File: config.mk
export PLATFORM = sky130hd
export DESIGN_NAME = sync_fifo_rdy_ack_ext
export DESIGN_NICKNAME = d
export VERILOG_FILES = /design/src/rtl/sync_fifo_rdy_ack_ext.sv
export SDC_FILE = /design/constraint.sdc
export NUM_CORES = 1
export LEC_CHECK = 0
export BUFFER_PORTS_ARGS = -buffer_cell sky130_fd_sc_hd__buf_2
export CAP_MARGIN = 5
export CORE_ASPECT_RATIO = 0.8
export CORE_UTILIZATION = 63
export DETAILED_ROUTE_END_ITERATION = 10
export PLACE_DENSITY = 0.84
export SYNTH_ARGS = -nofsm -noshare
export SYNTH_HDL_FRONTEND = slang
export SYNTH_SLANG_ARGS = --single-unit
File: constraint.sdc
create_clock -name clk -period 4.3 [get_ports clk]
set_input_delay 0.43 -clock clk [delete_from_list [all_inputs] [get_ports clk]]
set_output_delay 0.43 -clock clk [all_outputs]
set_load 0.05 [all_outputs]
File: src/rtl/sync_fifo_rdy_ack_ext.sv
// rtl/sync_fifo_rdy_ack_ext.sv - circular-buffer FIFO with registered output stage and rdy/ack handshakes
module sync_fifo_rdy_ack_ext #(
   parameter int DP_M1     = 7,
   parameter int DW_M1     = 7,
   parameter int AW_M1     = 3,
   parameter int AFULL_TH  = 6,
   parameter int AEMPTY_TH = 1
) (
   input  logic             clk,
   input  logic             rst_n,
   input  logic             flush,
   input  logic             i_rdy,
   output logic             i_ack,
   input  logic [DW_M1:0]   i_data,
   output logic             o_rdy,
   input  logic             o_ack,
   output logic [DW_M1:0]   o_data,
   output logic [AW_M1:0]   level,
   output logic             full,
   output logic             empty,
   output logic             almost_full,
   output logic             almost_empty
);

   localparam int DP = DP_M1 + 1;
   localparam int DW = DW_M1 + 1;
   localparam int AW = AW_M1 + 1;
   // Pointer width only needs to address DP entries; keep at least one bit for DP == 1.
   localparam int PW = (DP > 1) ? $clog2(DP) : 1;

   localparam logic [PW-1:0] PTR_LAST  = PW'(DP_M1);
   localparam logic [AW-1:0] LVL_DP    = AW'(DP);
   localparam logic [AW-1:0] LVL_AFULL = AW'(AFULL_TH);
   localparam logic [AW-1:0] LVL_AEMPT = AW'(AEMPTY_TH);
   localparam logic [AW-1:0] LVL_ONE   = AW'(1);
   localparam logic [PW-1:0] PTR_ONE   = PW'(1);

   logic [DW-1:0] mem [DP];
   logic [PW-1:0] wr_ptr;
   logic [PW-1:0] rd_ptr;
   logic [AW-1:0] level_q;
   logic          o_rdy_q;
   logic          wr;
   logic          rd;

   // Status flags are decoded straight from the registered occupancy.
   always_comb begin
      full         = (level_q == LVL_DP);
      empty        = (level_q == '0);
      almost_full  = (level_q >= LVL_AFULL);
      almost_empty = (level_q <= LVL_AEMPT);
   end

   // Handshake decode: acceptance never looks at o_ack, so a full FIFO stalls upstream
   // even when the output register is being drained in the same cycle.
   always_comb begin
      i_ack = !full && !flush;
      wr    = i_rdy && i_ack;
      rd    = !empty && !flush && (!o_rdy_q || o_ack);
   end

   assign level = level_q;
   assign o_rdy = o_rdy_q;

   // Pointers, occupancy and output-valid; flush clears everything and suppresses both ports.
   always_ff @(posedge clk or negedge rst_n) begin
      if (!rst_n) begin
         wr_ptr  <= '0;
         rd_ptr  <= '0;
         level_q <= '0;
         o_rdy_q <= 1'b0;
      end else if (flush) begin
         wr_ptr  <= '0;
         rd_ptr  <= '0;
         level_q <= '0;
         o_rdy_q <= 1'b0;
      end else begin
         if (wr) begin
            wr_ptr <= (wr_ptr == PTR_LAST) ? '0 : wr_ptr + PTR_ONE;
         end
         if (rd) begin
            rd_ptr <= (rd_ptr == PTR_LAST) ? '0 : rd_ptr + PTR_ONE;
         end
         case ({wr, rd})
            2'b10:   level_q <= level_q + LVL_ONE;
            2'b01:   level_q <= level_q - LVL_ONE;
            default: level_q <= level_q;
         endcase
         if (rd) begin
            o_rdy_q <= 1'b1;
         end else if (o_rdy_q && o_ack) begin
            o_rdy_q <= 1'b0;
         end
      end
   end

   // Storage array and output data register carry no reset; validity is tracked by level and o_rdy.
   always_ff @(posedge clk) begin
      if (wr) begin
         mem[wr_ptr] <= i_data;
      end
      if (rd) begin
         o_data <= mem[rd_ptr];
      end
   end

endmodule

==> impl_metrics.json, run 1 <==
{
  "synth.avg_cell_area_um2": 17.66,
  "cts_resized": 0,
  "rsz0062_at_grt": "false",
  "fin_crit_sh_pct": 60.57,
  "hp-class": "input port to flip-flop",
  "dpl_cell_area_um2": 3665,
  "dieWidth_um": 85.29,
  "die_area_um2": 5853,
  "synth_edf_count": 72,
  "drt-initial-drc-count": 132,
  "maxCapViolCount": 0,
  "dr.pass1.iters": 4,
  "final_cell_mix": "edfxtp_1 (72), buf_2 (30), mux4_2 (16)",
  "grt-ovfl-total": 0,
  "synth-seq-cells": 83,
  "rows": 23,
  "slew_headroom_pct": 22.77,
  "fin_worst_skew_ps": 5.053,
  "insertion_delay_ps": 350,
  "core-area_um2": 5180,
  "clock_path_buffers": 2,
  "portBuffers": 30,
  "status": "complete, no violations",
  "seqPwrFrac_pct": 46.1,
  "post_cts_buffers": 0,
  "drt-total-wl_mm": 6.109,
  "hp-start": "i_data[7]",
  "yosys.area_share.simple_pct": 8.053,
  "root_buffer": "clkbuf_8",
  "fillers": 311,
  "period_needed_ps": 2605,
  "slew_violations": 0,
  "crit_type": "flip-flop to flip-flop",
  "post_drt_via_cell_ratio": 5.966,
  "setup_viol": 0,
  "synthAdderAreaFrac_pct": 2.863,
  "async_flop_share_pct": 13.25,
  "fin_util_pct": 74.90,
  "htreeDepth": 3,
  "insertedDiodeCount": 0,
  "antenna_found_initial": 0,
  "leakagePower_nw": 1.395,
  "grt_pass1_vias": 1679,
  "crit_path_max_fanout": 19,
  "comb_power_share_pct": 29.3,
  "cts.sinks": 83,
  "end_kind": "flip-flop",
  "die_h_um": 68.63,
  "start_util_pct": 67.49,
  "routabilityCongestion": 0.7969,
  "p_sw_mw": 0.7813,
  "yosys.cell_types.count": 41,
  "io_pins": 31,
  "synth-xor-area-share_pct": 0.2505,
  "netlist_area_um2": 3496,
  "via_count": 1772,
  "mostFrequentLayoutCell": "edfxtp_1",
  "fin_area_um2": 3880,
  "place.detailed.hpwl_mm": 4.102,
  "drive_above_1_share_pct": 31.91,
  "yosysWarnings": 0,
  "grt_max_degree": 21,
  "syn_inst": 198,
  "groute.usage.overall_pct": 24.16,
  "cp.required_ps": 4530,
  "avgRoutedWirePerCell_um": 20.57,
  "start_kind": "flip-flop",
  "synth_nets": 219,
  "grt_pass1_wl_mm": 9.494,
  "numCtsBuffers": 9,
  "critPathLaunch": "level[0]",
  "drc": 0,
  "max_freq_mhz": 383.9,
  "synth_compound_area_share_pct": 2.971,
  "arrival_ps": 2830,
  "swShare_pct": 33.57,
  "tightest_slew_ps": 1150,
  "area_delta_synth_final_pct": 10.99,
  "ir_worst_vdd_mv": 0.3202,
  "synth_top_family_by_area": "multiplexers",
  "synth_mux_area_share_pct": 13.92,
  "nets": 252,
  "clkPwrFrac_pct": 24.6,
  "ant_nets": 0,
  "fin_setup_tns_ps": 0,
  "yosysSeqAreaShare_pct": 69.72,
  "intPower_mw": 1.546,
  "synth_flop_cell": "edfxtp_1",
  "path_clk_slew_ps": 80,
  "worst_r2r_startpoint": "level[0]",
  "hold_viol_final": 0,
  "cts_tree": "built",
  "power_density_nw_per_um2": 599.9
}
-- cells in the mapped netlist, drive strengths merged (4+ instances only) --
cell type / n / share of area, %
a21oi: 5 / 0.72
mux2: 10 / 3.3
nor2: 14 / 1.5
nor3: 4 / 1.0
ha: 8 / 2.9
nand2: 11 / 1.3
dfrtp: 11 / 7.9
o21ai: 4 / 0.57
mux4: 16 / 10
nand2b: 7 / 1.3
inv: 5 / 0.54
edfxtp: 72 / 62
buf: 6 / 1.4
-- metal layers --
metal	global-route usage, %	share of wire (%)	vias up
met2	35.28	47	58
met3	9.405	6.3	8
li1	-	-	830
met1	34.29	46	876
met5	0	0	-
met4	7.500	1.0	0
-- cell type report --
| class | instances | area (µm²) | area share, % |
|---|---|---|---|
| Timing Repair Buffer | 31 | 160.2 | 4.128 |
| Clock inverter | 6 | 81.33 | 2.096 |
| Inverter | 5 | 18.77 | 0.4837 |
| Tap cell | 62 | 77.57 | 1.999 |
| Clock buffer | 9 | 123.9 | 3.193 |
| Multi-Input combinational cell | 101 | 980.9 | 25.28 |
| Sequential cell | 83 | 2437 | 62.82 |
-- stage by stage --
stage	power, mW	hold slack (ps)	instances	worst slack (ps)
detailed placement	1.775	319.8	281	1725
global route	2.428	358.4	297	1556
floorplan	1.642	134.4	198	1660
global placement	1.759	320.1	281	1856
CTS	2.342	344.9	297	1679
finish	2.327	360.8	297	1695
-- sequential cells by signal, summed over array words and instances (netlist names) --
register  count
o_data        8
wr_ptr        3
o_rdy         1
level         4
mem          64
rd_ptr        3
-- worst max-delay path, cell delays in order (launching register included) --
cell and delay (ps):
dfrtp_1 450, inv_1 120, ha_1 270, nor3b_4 190, nor3_4 760, mux2i_1 330, mux2_1 370
-- what timing repair did --
item / in CTS / in global routing
hold endpoints to repair: 11 / 0
hold buffers: 1 / 0
endpoints found under the setup margin: 0 / 0
-- kinds of logic (layout without fill, tap and decap cells) --
group / after synthesis / after routing
compound gates: 16 / 16
xor+xnor: 1 / 1
fa+ha+maj: 8 / 8
buf+inv: 14 / 51
flops: 83 / 83
mux: 27 / 27
simple gates: 49 / 49
-- path summary, 6_finish.rpt --
kind	to	slack [ps]	depth (start not counted)
worst max register to register	level[2]	1700	6
worst min register to register	wr_ptr[0]	610	2
worst max-delay path	level[2]	1700	6
max in group asynchronous	rd_ptr[2]	3600	2
min in group asynchronous	level[2]	480	2
worst min-delay path	mem[1][7]	360	1
-- power by group through the flow --
stage	combinational, mW	sequential (mW)	clock, mW
6_report	0.682	1.07	0.574
5_1_grt	0.724	1.09	0.612
4_1_cts	0.684	1.08	0.582
3_5_place_dp	0.681	1.09	0
3_3_place_gp	0.669	1.09	0
2_1_floorplan	0.478	1.16	0
Note: power is estimated with default switching activity, not from simulation.
==> inputs of run 2 (changes only) <==
CORE_UTILIZATION = 58   (was 63)
PLACE_DENSITY = 0.78   (was 0.84)
clock period = 2.6 ns   (was 4.3 ns; I/O delays follow)
==> run 2 against run 1 <==
Total power is 68% higher; critical path type unchanged; maximum frequency up 22%; combinational power increased by 82%; final cell count increased by 10%; critical endpoint is now mem[0][3]; clock power is 74% higher; die area up 8.4%; global-route usage fell by 2.2 points; largest power group unchanged; non-clock buffer count up 13; highest routed layer unchanged; utilization fell by 3.4 points.
==> impl_metrics.json, run 2 (same netlist as run 1, synthesis figures left out) <==
{
  "path_clk_slew_ps": 80,
  "cts_tree": "built",
  "numCtsBuffers": 9,
  "place_inst": 310,
  "grt_max_degree": 21,
  "grt_pass1_wl_mm": 9.597,
  "largest_reg_flops": 64,
  "fin_setup_tns_ps": 0,
  "largest-register": "mem",
  "power_density_nw_per_um2": 975.3,
  "cts_resized": 0,
  "place.detailed.hpwl_mm": 4.195,
  "clock_path_buffers": 2,
  "post_drt_via_cell_ratio": 5.541,
  "routabilityCongestion": 0.7908,
  "fin_crit_sh_pct": 82.17,
  "critPathLaunch": "level[0]",
  "leakagePower_nw": 1.473,
  "crit_path_max_fanout": 8,
  "start_util_pct": 62.25,
  "drt-initial-drc-count": 143,
  "status": "complete, no violations",
  "htreeDepth": 3,
  "arrival_ps": 2200,
  "fin_worst_skew_ps": 8.453,
  "worst_r2r_startpoint": "level[0]",
  "dieWidth_um": 88.80,
  "reg2reg_slack_ps": 460,
  "cp.required_ps": 2660,
  "avgRoutedWirePerCell_um": 18.31,
  "drc": 0,
  "insertedDiodeCount": 0,
  "mostFrequentLayoutCell": "edfxtp_1",
  "dr.pass1.iters": 4,
  "die_h_um": 71.44,
  "core-area_um2": 5615,
  "slew_headroom_pct": 66.51,
  "r2r_end": "mem[0][3]",
  "hold_viol_final": 0,
  "tightest_slew_ps": 502.4,
  "fin_cells": 327,
  "crit_type": "flip-flop to flip-flop",
  "area_delta_synth_final_pct": 14.85,
  "slew_violations": 0,
  "end_kind": "flip-flop",
  "start_kind": "flip-flop",
  "hp-class": "input port to flip-flop",
  "endpoint": "mem[0][3]",
  "whs_path_depth": 1,
  "grt_pass1_vias": 1740,
  "final_cell_mix": "edfxtp_1 (72), buf_2 (30), mux4_2 (16)",
  "period_needed_ps": 2136,
  "insertion_delay_ps": 350,
  "drive_above_1_share_pct": 36.14,
  "groute.usage.overall_pct": 21.97,
  "portBuffers": 30,
  "cts.sinks": 83,
  "drt-total-wl_mm": 5.986,
  "r2r_cells": 7,
  "root_buffer": "clkbuf_8",
  "maxCapViolCount": 0,
  "grt-ovfl-total": 0,
  "setup_viol": 0,
  "rsz0062_at_grt": "false",
  "via_count": 1812,
  "max_freq_mhz": 468.1,
  "rows": 24,
  "io_pins": 31,
  "ir_worst_vdd_mv": 0.5624,
  "ant_nets": 0,
  "nets": 265,
  "die_area_um2": 6344,
  "antenna_found_initial": 0
}
run 2: routing by layer:
metal  routed length [µm]  vias to the layer above  track usage [%]  share of wire (%)
met3                  313                        9            5.876                5.2
met1                 2743                      895            33.20                 46
met4                   68                        0            6.452                1.1
met5                    0                        -                0                  0
li1                     -                      856                -                  -
met2                 2862                       52            31.97                 48
run 2: layout make-up:
type | instances | area, µm²
clock buffers | 9 | 123.9
clock inverters | 7 | 98.84
fillers | 375 | 1600
inverters | 5 | 18.77
multi-input cells | 101 | 980.9
flip-flops and latches | 83 | 2437
well taps | 78 | 97.59
repair buffers | 44 | 257.7
run 2: report_power, final:
part | switching, mW | internal (mW) | total (mW)
logic | 0.771 | 0.465 | 1.24
registers | 0.0937 | 1.59 | 1.68
clock network | 0.453 | 0.547 | 0.999
run 2: worst min path at each step:
| stage | start | to | slack, ps |
|---|---|---|---|
| global placement | rst_n | level[0] | 150 |
| floorplan | rst_n | level[0] | -40 |
| CTS | i_data[4] | mem[4][4] | 160 |
| finish | i_data[1] | mem[6][1] | 190 |
| detailed placement | rst_n | level[1] | 150 |
| global route | i_data[4] | mem[5][4] | 180 |
run 2: what timing repair did:
item                                   CTS  global route
endpoints found under the hold margin   11             0
hold buffers                             1             0
setup buffers                            0             0
run 2: stage by stage:
step / total power, mW / hold WS [ps] / util, % / setup WS (ps) / area [µm²]
2_1_floorplan: 2.715 / -35.59 / - / 119.1 / 3496
3_3_place_gp: 2.934 / 149.4 / 67.36 / 605.3 / 3782
3_5_place_dp: 2.965 / 152.6 / 67.36 / 495.4 / 3782
4_1_cts: 3.968 / 163.0 / 71.50 / 469.4 / 4015
5_1_grt: 4.101 / 176.9 / 71.50 / 354.4 / 4015
6_report: 3.916 / 189.3 / 71.50 / 463.7 / 4015
run 2: worst max-delay path, stage by stage (launching register included):
cell and delay [ps]:
dfrtp_1 470, inv_1 120, ha_1 270, nand3b_2 180, nand2_2 130, or3_4 370
nor3_2 110, buf_4 200
==> inputs of run 3 (changes only) <==
CORE_UTILIZATION = 53   (was 58)
PLACE_DENSITY = 0.75   (was 0.78)
clock period = 1.7 ns   (was 2.6 ns; I/O delays follow)
==> run 3 against run 2 <==
The run now ends with negative setup slack left; maximum frequency rose by 21%; total power is 60% higher; combinational power grew 95%; clock power increased by 30%; first-iteration DRC count is 13% higher; worst hold slack got worse by 82 ps; utilization decreased by 3.5 points; setup slack worse by 520 ps; sequential power grew 51%; critical path type unchanged; largest cell class unchanged.
==> impl_metrics.json, run 3 (same netlist as run 1, synthesis figures left out) <==
{
  "status": "finished with violations",
  "violations": "negative setup slack",
  "fin_worst_skew_ps": 8.117,
  "routabilityCongestion": 0.8423,
  "dr.pass1.iters": 4,
  "grt_max_degree": 20,
  "place.detailed.hpwl_mm": 4.039,
  "hp-class": "input port to flip-flop",
  "largest_reg_flops": 64,
  "start_kind": "flip-flop",
  "pre_cts_ws_ps": -55.02,
  "start_util_pct": 54.83,
  "avgRoutedWirePerCell_um": 17.52,
  "portBuffers": 30,
  "path_clk_slew_ps": 80,
  "cts.sinks": 83,
  "drt-total-wl_mm": 6.080,
  "die_h_um": 74.64,
  "insertion_delay_ps": 330,
  "place_inst": 325,
  "final_cell_mix": "edfxtp_1 (72), buf_2 (25), mux4_2 (16), buf_4 (16)",
  "end_kind": "flip-flop",
  "post_drt_via_cell_ratio": 5.450,
  "largest-register": "mem",
  "io_pins": 31,
  "numCtsBuffers": 9,
  "dieWidth_um": 92.80,
  "insertedDiodeCount": 0,
  "fin_util_pct": 67.97,
  "period_needed_ps": 1760,
  "tightest_slew_ps": 558.8,
  "ant_nets": 0,
  "max_freq_mhz": 568.1,
  "slew_headroom_pct": 62.75,
  "cp.required_ps": 1750,
  "drive_above_1_share_pct": 45.25,
  "drc": 0,
  "grt_pass1_vias": 1840,
  "slew_violations": 0,
  "layout_setup_ws_ps": -60.41,
  "fin_crit_sh_pct": 103.6,
  "leakagePower_nw": 1.562,
  "antenna_found_initial": 0,
  "core-area_um2": 6376,
  "fin_cells": 347,
  "fillers": 436,
  "die_area_um2": 6927,
  "maxCapViolCount": 0,
  "clock_path_buffers": 2,
  "area_delta_synth_final_pct": 23.98,
  "drt-initial-drc-count": 162,
  "crit_type": "flip-flop to flip-flop",
  "via_count": 1891,
  "crit_path_max_fanout": 4,
  "cts_tree": "built",
  "grt_pass1_wl_mm": 9.549,
  "root_buffer": "clkbuf_8",
  "rsz0062_at_grt": "true",
  "groute.usage.overall_pct": 19.31,
  "arrival_ps": 1810,
  "ir_worst_vdd_mv": 0.6912,
  "power_density_nw_per_um2": 1444,
  "rows": 26,
  "htreeDepth": 3,
  "nets": 279,
  "setup_viol": 11,
  "grt-ovfl-total": 0,
  "mostFrequentLayoutCell": "edfxtp_1",
  "hold_viol_final": 0
}
## run 3: cell count changes in the layout (fill, tap and decap cells not counted), sizes merged
cell / delta
bufinv: -1
clkbuf: +2
clkinv: +1
inv: -2
buf: +14
## run 3: area by class of cell
| type | instances | area, µm² | area share [%] |
|---|---|---|---|
| sequential | 83 | 2441 | 56.32 |
| multi-input combinational | 101 | 1101 | 25.40 |
| clock buffer | 11 | 131.4 | 3.031 |
| clock inverter | 5 | 53.80 | 1.241 |
| tap | 84 | 105.1 | 2.425 |
| inverter | 5 | 18.77 | 0.4330 |
| timing repair buffer | 58 | 483.0 | 11.14 |
## run 3: worst paths after layout
path,from,to,slack (ps),cells after the start
setup reg to reg,level[1],mem[0][7],-60,7
setup / recovery,level[1],mem[0][7],-60,7
min in group asynchronous,rst_n,o_rdy,240,2
hold / removal,i_data[5],mem[1][5],110,1
hold reg to reg,o_rdy,o_rdy,620,2
max in group asynchronous,rst_n,level[1],1210,2
## run 3: critical path: stages (launching register included)
cell	delay [ps]
dfrtp_2	370
inv_2	50
ha_4	160
nand3b_4	90
nand2_4	50
or3_4	390
nor3_4	220
buf_6	150
## run 3: through the flow
step           cell area (µm²)  TNS (ps)  hold slack (ps)  total power [mW]
2_1_floorplan             3605    -16160           -125.6             4.233
3_3_place_gp              4029    -124.4            59.86             4.796
3_5_place_dp              4029    -656.4            59.63             4.818
4_1_cts                   4280    -401.4            89.77             6.205
5_1_grt                   4334     -1703            96.36             6.529
6_report                  4334    -485.2            107.1             6.259
## run 3: repair_timing
item                       CTS  global route
hold endpoints to repair    11             0
pin swaps                    1             3
setup endpoints to repair   27            61
hold buffers                 1             0
buffers inserted             3             2
gates resized for setup      9            14
## run 3: per-layer routing
layer / wire length, µm / global-route usage, %
met3: 285 / 5.354
met5: 0 / 0
met1: 2917 / 27.89
met2: 2860 / 29.49
met4: 17 / 5.299
## run 3: report_power, final
group	internal (mW)	leakage [nW]	switching (mW)	total, mW
Combinational	1.06	0.677	1.36	2.42
Sequential	2.43	0.796	0.105	2.54
Clock	0.673	0.0886	0.630	1.30
Total	4.17	1.56	2.09	6.26
